--- src/rtl/scr1_dmem_router_pkg.sv ---
//==============================================================================
// Module : scr1_dmem_router_pkg
// Brief  : Shared types and constants for the DMEM router: memory command,
//          width and response encodings, the router port identifier, the
//          default port-0 window and the address decode helper.
// Rev    : 1.0  initial release
//==============================================================================
`default_nettype none

package scr1_dmem_router_pkg;

    localparam int SCR1_DMEM_AWIDTH = 32;
    localparam int SCR1_DMEM_DWIDTH = 32;

    // Default port-0 (TCM) window
    localparam logic [SCR1_DMEM_AWIDTH-1:0] SCR1_DMEM_RTR_PORT0_BASE = 32'hF000_0000;
    localparam logic [SCR1_DMEM_AWIDTH-1:0] SCR1_DMEM_RTR_PORT0_MASK = 32'hFFFF_0000;

    typedef enum logic {
        SCR1_MEM_CMD_RD = 1'b0,
        SCR1_MEM_CMD_WR = 1'b1
    } type_scr1_mem_cmd_e;

    typedef enum logic [1:0] {
        SCR1_MEM_WIDTH_BYTE  = 2'b00,
        SCR1_MEM_WIDTH_HWORD = 2'b01,
        SCR1_MEM_WIDTH_WORD  = 2'b10
    } type_scr1_mem_width_e;

    typedef enum logic [1:0] {
        SCR1_MEM_RESP_NOTRDY = 2'b00,
        SCR1_MEM_RESP_RDY_OK = 2'b01,
        SCR1_MEM_RESP_RDY_ER = 2'b10
    } type_scr1_mem_resp_e;

    typedef enum logic {
        SCR1_DMEM_RTR_PORT0 = 1'b0,
        SCR1_DMEM_RTR_PORT1 = 1'b1
    } type_scr1_dmem_rtr_port_e;

    // Port 0 owns the masked window; everything else goes to the fabric.
    function automatic type_scr1_dmem_rtr_port_e scr1_dmem_rtr_decode(
        input logic [SCR1_DMEM_AWIDTH-1:0] addr,
        input logic [SCR1_DMEM_AWIDTH-1:0] base,
        input logic [SCR1_DMEM_AWIDTH-1:0] mask
    );
        return ((addr & mask) == base) ? SCR1_DMEM_RTR_PORT0 : SCR1_DMEM_RTR_PORT1;
    endfunction

endpackage

`default_nettype wire

--- src/rtl/scr1_dmem_rtr_fifo.sv ---
//==============================================================================
// Module : scr1_dmem_rtr_fifo
// Brief  : Port-ID FIFO recording, in issue order, which port owes the core
//          its next response.
// Ports  : clk, rst (async, active high)
//          i_push/i_push_id  enqueue a port ID (ignored when full)
//          i_pop             dequeue the head (ignored when empty)
//          o_head            port ID at the head
//          o_full/o_empty    occupancy flags
// Rev    : 1.0  initial release
//==============================================================================
`default_nettype none

module scr1_dmem_rtr_fifo
    import scr1_dmem_router_pkg::*;
#(
    parameter int DEPTH = 2
)(
    input  logic                     clk,
    input  logic                     rst,
    input  logic                     i_push,
    input  type_scr1_dmem_rtr_port_e i_push_id,
    input  logic                     i_pop,
    output type_scr1_dmem_rtr_port_e o_head,
    output logic                     o_full,
    output logic                     o_empty
);

    localparam int           PW         = $clog2(DEPTH);
    localparam logic [PW:0]  C_PTR_ONE  = {{PW{1'b0}}, 1'b1};

    // Pointers carry one bit beyond the index: equal index with differing
    // top bit means full, fully equal means empty.
    type_scr1_dmem_rtr_port_e r_mem [DEPTH];
    logic [PW:0]              r_wptr;
    logic [PW:0]              r_rptr;
    logic                     w_push;
    logic                     w_pop;

    assign o_empty = (r_wptr == r_rptr);
    assign o_full  = (r_wptr[PW] != r_rptr[PW]) && (r_wptr[PW-1:0] == r_rptr[PW-1:0]);
    assign o_head  = r_mem[r_rptr[PW-1:0]];
    assign w_push  = i_push & ~o_full;
    assign w_pop   = i_pop & ~o_empty;

    always_ff @(posedge clk or posedge rst) begin
        if (rst) begin
            r_wptr <= '0;
            r_rptr <= '0;
            for (int i = 0; i < DEPTH; i++) begin
                r_mem[i] <= SCR1_DMEM_RTR_PORT0;
            end
        end else begin
            if (w_push) begin
                r_mem[r_wptr[PW-1:0]] <= i_push_id;
                r_wptr                <= r_wptr + C_PTR_ONE;
            end
            if (w_pop) begin
                r_rptr <= r_rptr + C_PTR_ONE;
            end
        end
    end

endmodule

`default_nettype wire

--- src/rtl/scr1_dmem_router.sv ---
//==============================================================================
// Module : scr1_dmem_router
// Brief  : Routes the core DMEM interface to port 0 (TCM window) or port 1
//          (external fabric). Requests pass through with zero latency; up to
//          OUTST_DEPTH may be outstanding and responses return in issue order.
// Ports  : clk, rst (async, active high)
//          core_*    request in / ack, rdata, resp out
//          port0_*   request out / ack, rdata, resp in (TCM)
//          port1_*   request out / ack, rdata, resp in (fabric)
// Config : SCR1_DMEM_RTR_TIMEOUT_EN - adds a head-response timer
//          (TIMEOUT_CYCLES) that answers RDY_ER on expiry and discards the
//          late response the timed-out port eventually returns.
// Rev    : 1.0  initial release
//==============================================================================
`default_nettype none

module scr1_dmem_router
    import scr1_dmem_router_pkg::*;
#(
    parameter logic [SCR1_DMEM_AWIDTH-1:0] PORT0_BASE = SCR1_DMEM_RTR_PORT0_BASE,
    parameter logic [SCR1_DMEM_AWIDTH-1:0] PORT0_MASK = SCR1_DMEM_RTR_PORT0_MASK,
    parameter int                          OUTST_DEPTH = 2
`ifdef SCR1_DMEM_RTR_TIMEOUT_EN
    ,parameter int                         TIMEOUT_CYCLES = 255
`endif
)(
    input  logic                         clk,
    input  logic                         rst,
    input  logic                         core_req_i,
    input  type_scr1_mem_cmd_e           core_cmd_i,
    input  type_scr1_mem_width_e         core_width_i,
    input  logic [SCR1_DMEM_AWIDTH-1:0]  core_addr_i,
    input  logic [SCR1_DMEM_DWIDTH-1:0]  core_wdata_i,
    output logic                         core_req_ack_o,
    output logic [SCR1_DMEM_DWIDTH-1:0]  core_rdata_o,
    output type_scr1_mem_resp_e          core_resp_o,
    output logic                         port0_req_o,
    output type_scr1_mem_cmd_e           port0_cmd_o,
    output type_scr1_mem_width_e         port0_width_o,
    output logic [SCR1_DMEM_AWIDTH-1:0]  port0_addr_o,
    output logic [SCR1_DMEM_DWIDTH-1:0]  port0_wdata_o,
    input  logic                         port0_req_ack_i,
    input  logic [SCR1_DMEM_DWIDTH-1:0]  port0_rdata_i,
    input  type_scr1_mem_resp_e          port0_resp_i,
    output logic                         port1_req_o,
    output type_scr1_mem_cmd_e           port1_cmd_o,
    output type_scr1_mem_width_e         port1_width_o,
    output logic [SCR1_DMEM_AWIDTH-1:0]  port1_addr_o,
    output logic [SCR1_DMEM_DWIDTH-1:0]  port1_wdata_o,
    input  logic                         port1_req_ack_i,
    input  logic [SCR1_DMEM_DWIDTH-1:0]  port1_rdata_i,
    input  type_scr1_mem_resp_e          port1_resp_i
);

    type_scr1_dmem_rtr_port_e    w_sel;
    type_scr1_dmem_rtr_port_e    w_head;
    logic                        w_full;
    logic                        w_empty;
    logic                        w_req_ok;
    logic                        w_sel_ack;
    logic                        w_pop;
    type_scr1_mem_resp_e         w_head_resp_raw;
    type_scr1_mem_resp_e         w_head_resp;
    logic [SCR1_DMEM_DWIDTH-1:0] w_head_rdata;

    //--------------------------------------------------------------------------
    // Request path
    //--------------------------------------------------------------------------
    assign w_sel = scr1_dmem_rtr_decode(core_addr_i, PORT0_BASE, PORT0_MASK);

    // Full blocks issue even when a pop lands in the same cycle, so there is
    // no combinational path from a port response to a request ack. Holding
    // off during reset keeps the ports quiet while the FIFO is cleared.
    assign w_req_ok       = core_req_i & ~w_full & ~rst;
    assign port0_req_o    = w_req_ok & (w_sel == SCR1_DMEM_RTR_PORT0);
    assign port1_req_o    = w_req_ok & (w_sel == SCR1_DMEM_RTR_PORT1);
    assign w_sel_ack      = (w_sel == SCR1_DMEM_RTR_PORT0) ? port0_req_ack_i : port1_req_ack_i;
    assign core_req_ack_o = w_sel_ack & ~w_full & ~rst;

    assign port0_cmd_o   = core_cmd_i;
    assign port0_width_o = core_width_i;
    assign port0_addr_o  = core_addr_i;
    assign port0_wdata_o = core_wdata_i;
    assign port1_cmd_o   = core_cmd_i;
    assign port1_width_o = core_width_i;
    assign port1_addr_o  = core_addr_i;
    assign port1_wdata_o = core_wdata_i;

    scr1_dmem_rtr_fifo #(
        .DEPTH     (OUTST_DEPTH)
    ) u_fifo (
        .clk       (clk),
        .rst       (rst),
        .i_push    (core_req_ack_o),
        .i_push_id (w_sel),
        .i_pop     (w_pop),
        .o_head    (w_head),
        .o_full    (w_full),
        .o_empty   (w_empty)
    );

    //--------------------------------------------------------------------------
    // Response path: only the head port is listened to
    //--------------------------------------------------------------------------
    assign w_head_resp_raw = (w_head == SCR1_DMEM_RTR_PORT0) ? port0_resp_i  : port1_resp_i;
    assign w_head_rdata    = (w_head == SCR1_DMEM_RTR_PORT0) ? port0_rdata_i : port1_rdata_i;

`ifdef SCR1_DMEM_RTR_TIMEOUT_EN
    localparam int DCW = $clog2(OUTST_DEPTH) + 1;

    logic [7:0]     r_tmo_cnt;
    logic [DCW-1:0] r_drop_cnt [2];
    logic [1:0]     w_discard;
    logic [1:0]     w_drop_inc;
    logic           w_wait;
    logic           w_timeout;

    // A port that still owes a timed-out response has its next response
    // swallowed, whether or not that port is currently at the head.
    assign w_discard[0]  = (r_drop_cnt[0] != '0) & (port0_resp_i != SCR1_MEM_RESP_NOTRDY);
    assign w_discard[1]  = (r_drop_cnt[1] != '0) & (port1_resp_i != SCR1_MEM_RESP_NOTRDY);
    assign w_head_resp   = w_discard[w_head] ? SCR1_MEM_RESP_NOTRDY : w_head_resp_raw;

    // A real response in the expiry cycle wins because w_wait goes low.
    assign w_wait        = ~w_empty & (w_head_resp == SCR1_MEM_RESP_NOTRDY);
    assign w_timeout     = w_wait & (r_tmo_cnt == 8'(TIMEOUT_CYCLES - 1));
    assign w_pop         = (~w_empty & (w_head_resp != SCR1_MEM_RESP_NOTRDY)) | w_timeout;
    assign w_drop_inc[0] = w_timeout & (w_head == SCR1_DMEM_RTR_PORT0);
    assign w_drop_inc[1] = w_timeout & (w_head == SCR1_DMEM_RTR_PORT1);

    always_ff @(posedge clk or posedge rst) begin
        if (rst) begin
            r_tmo_cnt <= '0;
        end else if (w_pop) begin
            r_tmo_cnt <= '0;
        end else if (w_wait) begin
            r_tmo_cnt <= r_tmo_cnt + 8'd1;
        end
    end

    always_ff @(posedge clk or posedge rst) begin
        if (rst) begin
            r_drop_cnt[0] <= '0;
            r_drop_cnt[1] <= '0;
        end else begin
            for (int p = 0; p < 2; p++) begin
                if (w_drop_inc[p] & ~w_discard[p]) begin
                    r_drop_cnt[p] <= r_drop_cnt[p] + DCW'(1);
                end else if (w_discard[p] & ~w_drop_inc[p]) begin
                    r_drop_cnt[p] <= r_drop_cnt[p] - DCW'(1);
                end
            end
        end
    end

    always_comb begin
        core_resp_o  = SCR1_MEM_RESP_NOTRDY;
        core_rdata_o = '0;
        if (!w_empty) begin
            core_resp_o  = w_timeout ? SCR1_MEM_RESP_RDY_ER : w_head_resp;
            core_rdata_o = w_head_rdata;
        end
    end
`else
    assign w_head_resp = w_head_resp_raw;
    assign w_pop       = ~w_empty & (w_head_resp != SCR1_MEM_RESP_NOTRDY);

    always_comb begin
        core_resp_o  = SCR1_MEM_RESP_NOTRDY;
        core_rdata_o = '0;
        if (!w_empty) begin
            core_resp_o  = w_head_resp;
            core_rdata_o = w_head_rdata;
        end
    end
`endif

endmodule

`default_nettype wire
--- config.mk ---
export PLATFORM = sky130hd
export DESIGN_NAME = scr1_dmem_router
export DESIGN_NICKNAME = d
export VERILOG_FILES = /design/src/rtl/scr1_dmem_router_pkg.sv /design/src/rtl/scr1_dmem_rtr_fifo.sv /design/src/rtl/scr1_dmem_router.sv
export SDC_FILE = /design/constraint.sdc
export NUM_CORES = 1
export LEC_CHECK = 0
export CAP_MARGIN = 20
export CORE_AREA = 2 2 122 124
export CTS_BUF_LIST = sky130_fd_sc_hd__clkbuf_4
export DETAILED_ROUTE_END_ITERATION = 10
export DIE_AREA = 0 0 124 126
export PLACE_DENSITY = 0.58
export SETUP_SLACK_MARGIN = 0.1
export SKIP_LAST_GASP = 1
export SYNTH_ARGS = -nofsm -noshare
export SYNTH_HDL_FRONTEND = slang
export SYNTH_SLANG_ARGS = --single-unit
--- constraint.sdc ---
create_clock -name clk -period 2.1 [get_ports clk]
set_input_delay 0.42 -clock clk [delete_from_list [all_inputs] [get_ports clk]]
set_output_delay 0.42 -clock clk [all_outputs]
set_load 0.01 [all_outputs]
==> Word-level counts from Yosys, hierarchy flattened <==
Cells that the tools add are included.
{ "totals": {"ff_bits": 6, "word_cells": 42} }
{ "classes": {"add_sub_neg": 2, "order_cmp": 3, "n_eq_ne": 4, "muxes": 12, "n_bitwise": 14, "reduce_logical": 3} }
{ "ops": {"columns": ["cell", "n"], "rows": [
  ["2-to-1 mux 32 bit", 2],
  ["equality test 16 bit, second input constant", 1],
  ["AND 1 bit", 9],
  ["2-to-1 mux 1 bit", 6],
  ["adder 2 x 1 -> 2 bit, second input constant", 2],
  [">= comparator 2 bit, second input constant", 2],
  ["2-to-1 mux 2 bit", 2],
  ["NOT 1 -> 2 bit", 2],
  ["NOT 1 bit", 3],
  ["bitwise mux 2 bit", 1],
  ["equality test 2 bit", 1],
  ["logical AND 1 bit", 2],
  ["< comparator 2 x 1 -> 1 bit, second input constant", 1],
  ["nonzero test 2 bit", 1],
  ["demux 1 bit (select 1 bit)", 1],
  ["equality test 1 bit", 1],
  ["!= test 1 bit", 1]
]} }

==> Longest topological paths before layout <==
Gate-level depths: netlist of the first run.
{ "logic_depth": {"word_depth": 8, "ltp_mapped": 5, "ltp_nobuf": 4} }

==> Cells and area by module <==
Synthesis of the first run repeated with hierarchy kept, for this count alone.
{ "hier_totals": {"cells_unflattened": 256, "hier_area_um2": 1946.9} }
{ "by_module_without_submodules": {"columns": ["mod", "instances", "cells_per_inst", "area_per_inst_um2"], "rows": [
  ["scr1_dmem_router", 1, 223, 1629.1],
  ["scr1_dmem_rtr_fifo", 1, 33, 317.8]
]} }

==> Least setup slack after synthesis of the first run <==
No wires, ideal clock.
{ "synth_timing": {"kind": "input -> output", "start": "input core_addr_i[19]", "end": "output core_req_ack_o", "arrival_ps": 1705, "required_time_ps": 1680, "path_slack_ps": -25, "path_stages": 3, "n_path_buf": 0, "cell_sequence": "or4b_4 > nor4_4 > mux2_4"} }
{ "synth_via": {"elab_chain_cells": 4} }
{ "synth_rtl": {"columns": ["element", "line_no", "rtl"], "rows": [
  ["start: declaration", "scr1_dmem_router.sv:32", "input logic [SCR1_DMEM_AWIDTH-1:0] core_addr_i,"],
  ["equality test 16 bit", "scr1_dmem_router_pkg.sv:47", "return ((addr & mask) == base) ? SCR1_DMEM_RTR_PORT0 : SCR1_DMEM_RTR_PORT1;"],
  ["2-to-1 mux 1 bit", "scr1_dmem_router.sv:77", "assign w_sel_ack = (w_sel == SCR1_DMEM_RTR_PORT0) ? port0_req_ack_i : port1_req_ack_i;"],
  ["AND 1 bit (2 in series)", "scr1_dmem_router.sv:78", "assign core_req_ack_o = w_sel_ack & ~w_full & ~rst;"],
  ["end: declaration", "scr1_dmem_router.sv:34", "output logic core_req_ack_o,"]
]} }
No other way between the ends.

==> Worst setup path after layout of the first run <==
{ "layout_timing": {"start": "input core_addr_i[17]", "end": "output core_req_ack_o"} }
Same word-level chain as after synthesis.

==> results of run 1 <==
layer usage:
metal / share of wire (%) / GRT usage, % / wire [µm] / up-vias
met2: 52 / 19.0 / 4800 / 141
met4: 3.4 / 3.37 / 316 / 0
li1: - / - / - / 1001
met1: 31 / 8.56 / 2900 / 952
met3: 13 / 5.62 / 1190 / 31
met5: 0 / 0 / 0 / -
state kept, by name, indices dropped and copies added, names as in the netlist:
signal,count
u_fifo.r_rptr,2
u_fifo.r_wptr,2
u_fifo.r_mem,2
metrics by stage:
step / total power [W] / std cells / setup slack, ns / area [µm²]
3_5_place_dp: 0.00237 / 522 / -0.928 / 2980
2_1_floorplan: 0.00126 / 293 / -0.0223 / 1940
3_3_place_gp: 0.00235 / 522 / -0.890 / 2980
5_1_grt: 0.00396 / 571 / -0.277 / 4000
4_1_cts: 0.00335 / 564 / -0.218 / 3530
6_report: 0.00373 / 571 / -0.232 / 4000
layout by cell type (no fill, tap or decap), drive strengths merged:
master	count
or4	2
inv	3
and3	1
nand3	1
xnor2	3
nand2	71
mux2i	2
clkdlybuf4s15	3
a31oi	1
xor2	4
a21oi	37
nor4	1
or4b	1
nand4b	1
dfrtp	6
nor2	4
nand2b	2
o2bb2ai	1
nor3	3
buf	119
nor4b	1
dlygate4sd2	5
a211oi	2
clkdlybuf4s50	104
clkbuf	6
mux2	2
o22ai	1
cells by family (layout without fill, tap and decap cells):
family	count (synthesis)	after routing
simple gates	87	88
mux	4	4
xor+xnor	7	7
flops	6	6
buf+inv	147	240
compound gates	42	42
critical path: cells and delay by family:
family / cells / cell delay (ns)
buffers and inverters: 3 / 0.37
multiplexers: 1 / 0.30
AND/OR/NAND/NOR: 2 / 0.82
path summary, 6_finish.rpt:
path | slack, ns | cells past startpoint | endpoint | from
hold / removal | 0.62 | 3 | u_fifo.r_wptr[0]$_DFFE_PP0P_ | rst
setup / recovery | -0.23 | 6 | core_req_ack_o | core_addr_i[17]
min in group clk | 0.67 | 2 | u_fifo.r_wptr[1]$_DFFE_PP0P_ | u_fifo.r_wptr[1]$_DFFE_PP0P_
max in group asynchronous | 1.29 | 3 | u_fifo.r_wptr[1]$_DFFE_PP0P_ | rst
hold reg to reg | 0.67 | 2 | u_fifo.r_wptr[1]$_DFFE_PP0P_ | u_fifo.r_wptr[1]$_DFFE_PP0P_
setup reg to reg | 0.20 | 8 | u_fifo.r_rptr[0]$_DFFE_PP0P_ | u_fifo.r_rptr[0]$_DFFE_PP0P_
cell type report:
| class | count | area share, % |
|---|---|---|
| Clock buffer | 3 | 0.563 |
| Inverter | 3 | 0.282 |
| Multi-Input combinational cell | 141 | 31.6 |
| Sequential cell | 6 | 3.75 |
| Tap cell | 184 | 5.76 |
| Timing Repair Buffer | 234 | 58.1 |
power breakdown:
part           internal [W]  leakage [nW]  switching, W
clock network     0.0000644        0.0138     0.0000382
logic               0.00187          1.75       0.00154
registers          0.000160        0.0642     0.0000569
total               0.00209          1.82       0.00164
repair_timing:
item                                    in CTS  in global routing
gates cloned                                 5                  2
setup buffers                               34                  7
pin swaps                                   19                 51
resized for setup                          262                100
endpoints found under the setup margin      43                 39
==> flow_summary_export.csv, run 1 <==
group,metric,value,unit
synthesis,synth_top_family_by_area,"buffers and inverters",
place,gp_congestion,0.787,
setup_path,required,1.68,ns
synthesis,synth_mux_area_share,2.39,%
setup_path,cp_common_cell,"buf_6",
power,leakage,1.82,nW
grt,track_usage,9.98,%
power,power_density,932,nW/µm²
floorplan,initial_core_util,13.5,%
synthesis,synthSimpleGateAreaFrac,20.8,%
layout,fillCellCount,1512,
setup_path,endpoint_kind,"output port",
layout,multi_input_area,1260,µm²
clock_tree,tritoncts,"built",
floorplan,die-area,15600,µm²
setup_path,crit_chain,"buf_6 > or4b_4 > nor4_4 > buf_4 > mux2_4 > buf_6",
timing,finalSetupViolations,23,
setup_path,max_stage_delay,0.54,ns
synthesis,syn_inst,293,
synthesis,yosysMostFrequentCell,"buf_4",
clock_tree,cts.hold.buffers_added,0,
clock_tree,clk_pin_slew,0.04,ns
layout,final-seq-area,150,µm²
worst_hold_path,hold_class,"input pin to asynchronous set/reset pin",
detailed_routing,ant_nets,0,
timing,fin_skew,0.00133,ns
synthesis,synth_top_cell_by_area,"buf_4",
timing,setup-tns-final,-0.760,ns
clock_tree,cts_max_path_buffers,2,
detailed_routing,drt-total-wl,9.20,mm
layout,post-route-util,27.9,%
detailed_routing,via_per_inst,3.72,
setup_path,cpMaxStageDelayCell,"or4b_4",
detailed_routing,num_vias,2125,
setup_path,start_kind,"input pin",
layout,final_nets,529,
synthesis,yosys_warnings,0,
layout,n_antenna_cell,0,
detailed_routing,first_pass_iters,3,
synthesis,synthAdderAreaFrac,0,%
timing,hold_ws,0.621,ns
clock_tree,htreeDepth,1,
grt,grt_max_degree,11,
power,ir_worst_vdd,0.324,mV
timing,finalHoldViolations,0,
synthesis,synth_edf_count,0,
floorplan,die_h,126,µm
outcome,status,"finished, violations left",
clock_tree,root_buffer,"clkbuf_4",
synthesis,synth_cell_types,27,
clock_tree,numCtsBuffers,3,
timing,relSlewSlack,76.6,%
synthesis,synth-compound-area-share,11.4,%
timing,grt_setup_unrepaired,"true",
layout,drive_gt1_share,57.9,%
timing,min_period_over_period,111,%
synthesis,synth_area_leaders,"buf_4 52%, nand2_1 14%, a21oi_1 9.6%",
setup_path,cp.arrival,1.91,ns
synthesis,synth_seq_cells,6,
detailed_routing,wl_per_cell,16.1,µm
floorplan,num_rows,44,
detailed_routing,drt_iter0_drc,21,
floorplan,core_area,14300,µm²
synthesis,syn_area,1940,µm²
grt,grt_overflow,0,
synthesis,ys_top_cells_by_count,"134 x buf_4, 71 x nand2_1, 37 x a21oi_1",
detailed_routing,drcViolationCount,0,
timing,min_period,2.33,ns
timing,fin_ws,-0.232,ns
synthesis,yosysSeqAreaShare,7.75,%
place,dp.final_hpwl,6.16,mm
timing,fmaxAchievable,429,MHz
clock_tree,cts_sinks,6,
synthesis,ys.flop_type,"dfrtp_1",
synthesis,synth_top_area_share,51.9,%
setup_path,worstPathMaxFanout,2,
grt,antenna_found_initial,0,
grt,grt_pass1_wl,11.7,mm
place,portBuffers,157,
synthesis,synth_nets,433,
synthesis,synth-xor-area-share,3.16,%
synthesis,syn_avg_cell_area,6.61,µm²
floorplan,die_w,124,µm
grt,grt_pass1_vias,2151,
outcome,violations,"setup timing",
setup_path,critPathKind,"input pin to output port",
timing,worstMarginPinSlew,0.349,ns
floorplan,num_io_pins,311,
synthesis,async_reset_ff_share,100,%
layout,synthToLayoutAreaGrowth,106,%
clock_tree,clk_latency,0.24,ns
flow_run,drv_cap,0,
timing,drv_slew,0,
Power figures use the tool's default switching activity.
==> run 2, diff against run 1 <==
Settings changed: CAP_MARGIN 20 to 10.
==> results of run 2 <==
Same layout as run 1: the final DEF is identical, and so are final timing and power.
==> run 3, diff against run 2 <==
Settings changed: CAP_MARGIN 10 to default, CTS_CLUSTER_SIZE from default to 12.
==> results of run 3 <==
Same layout as run 1: the final DEF is identical, and so are final timing and power.
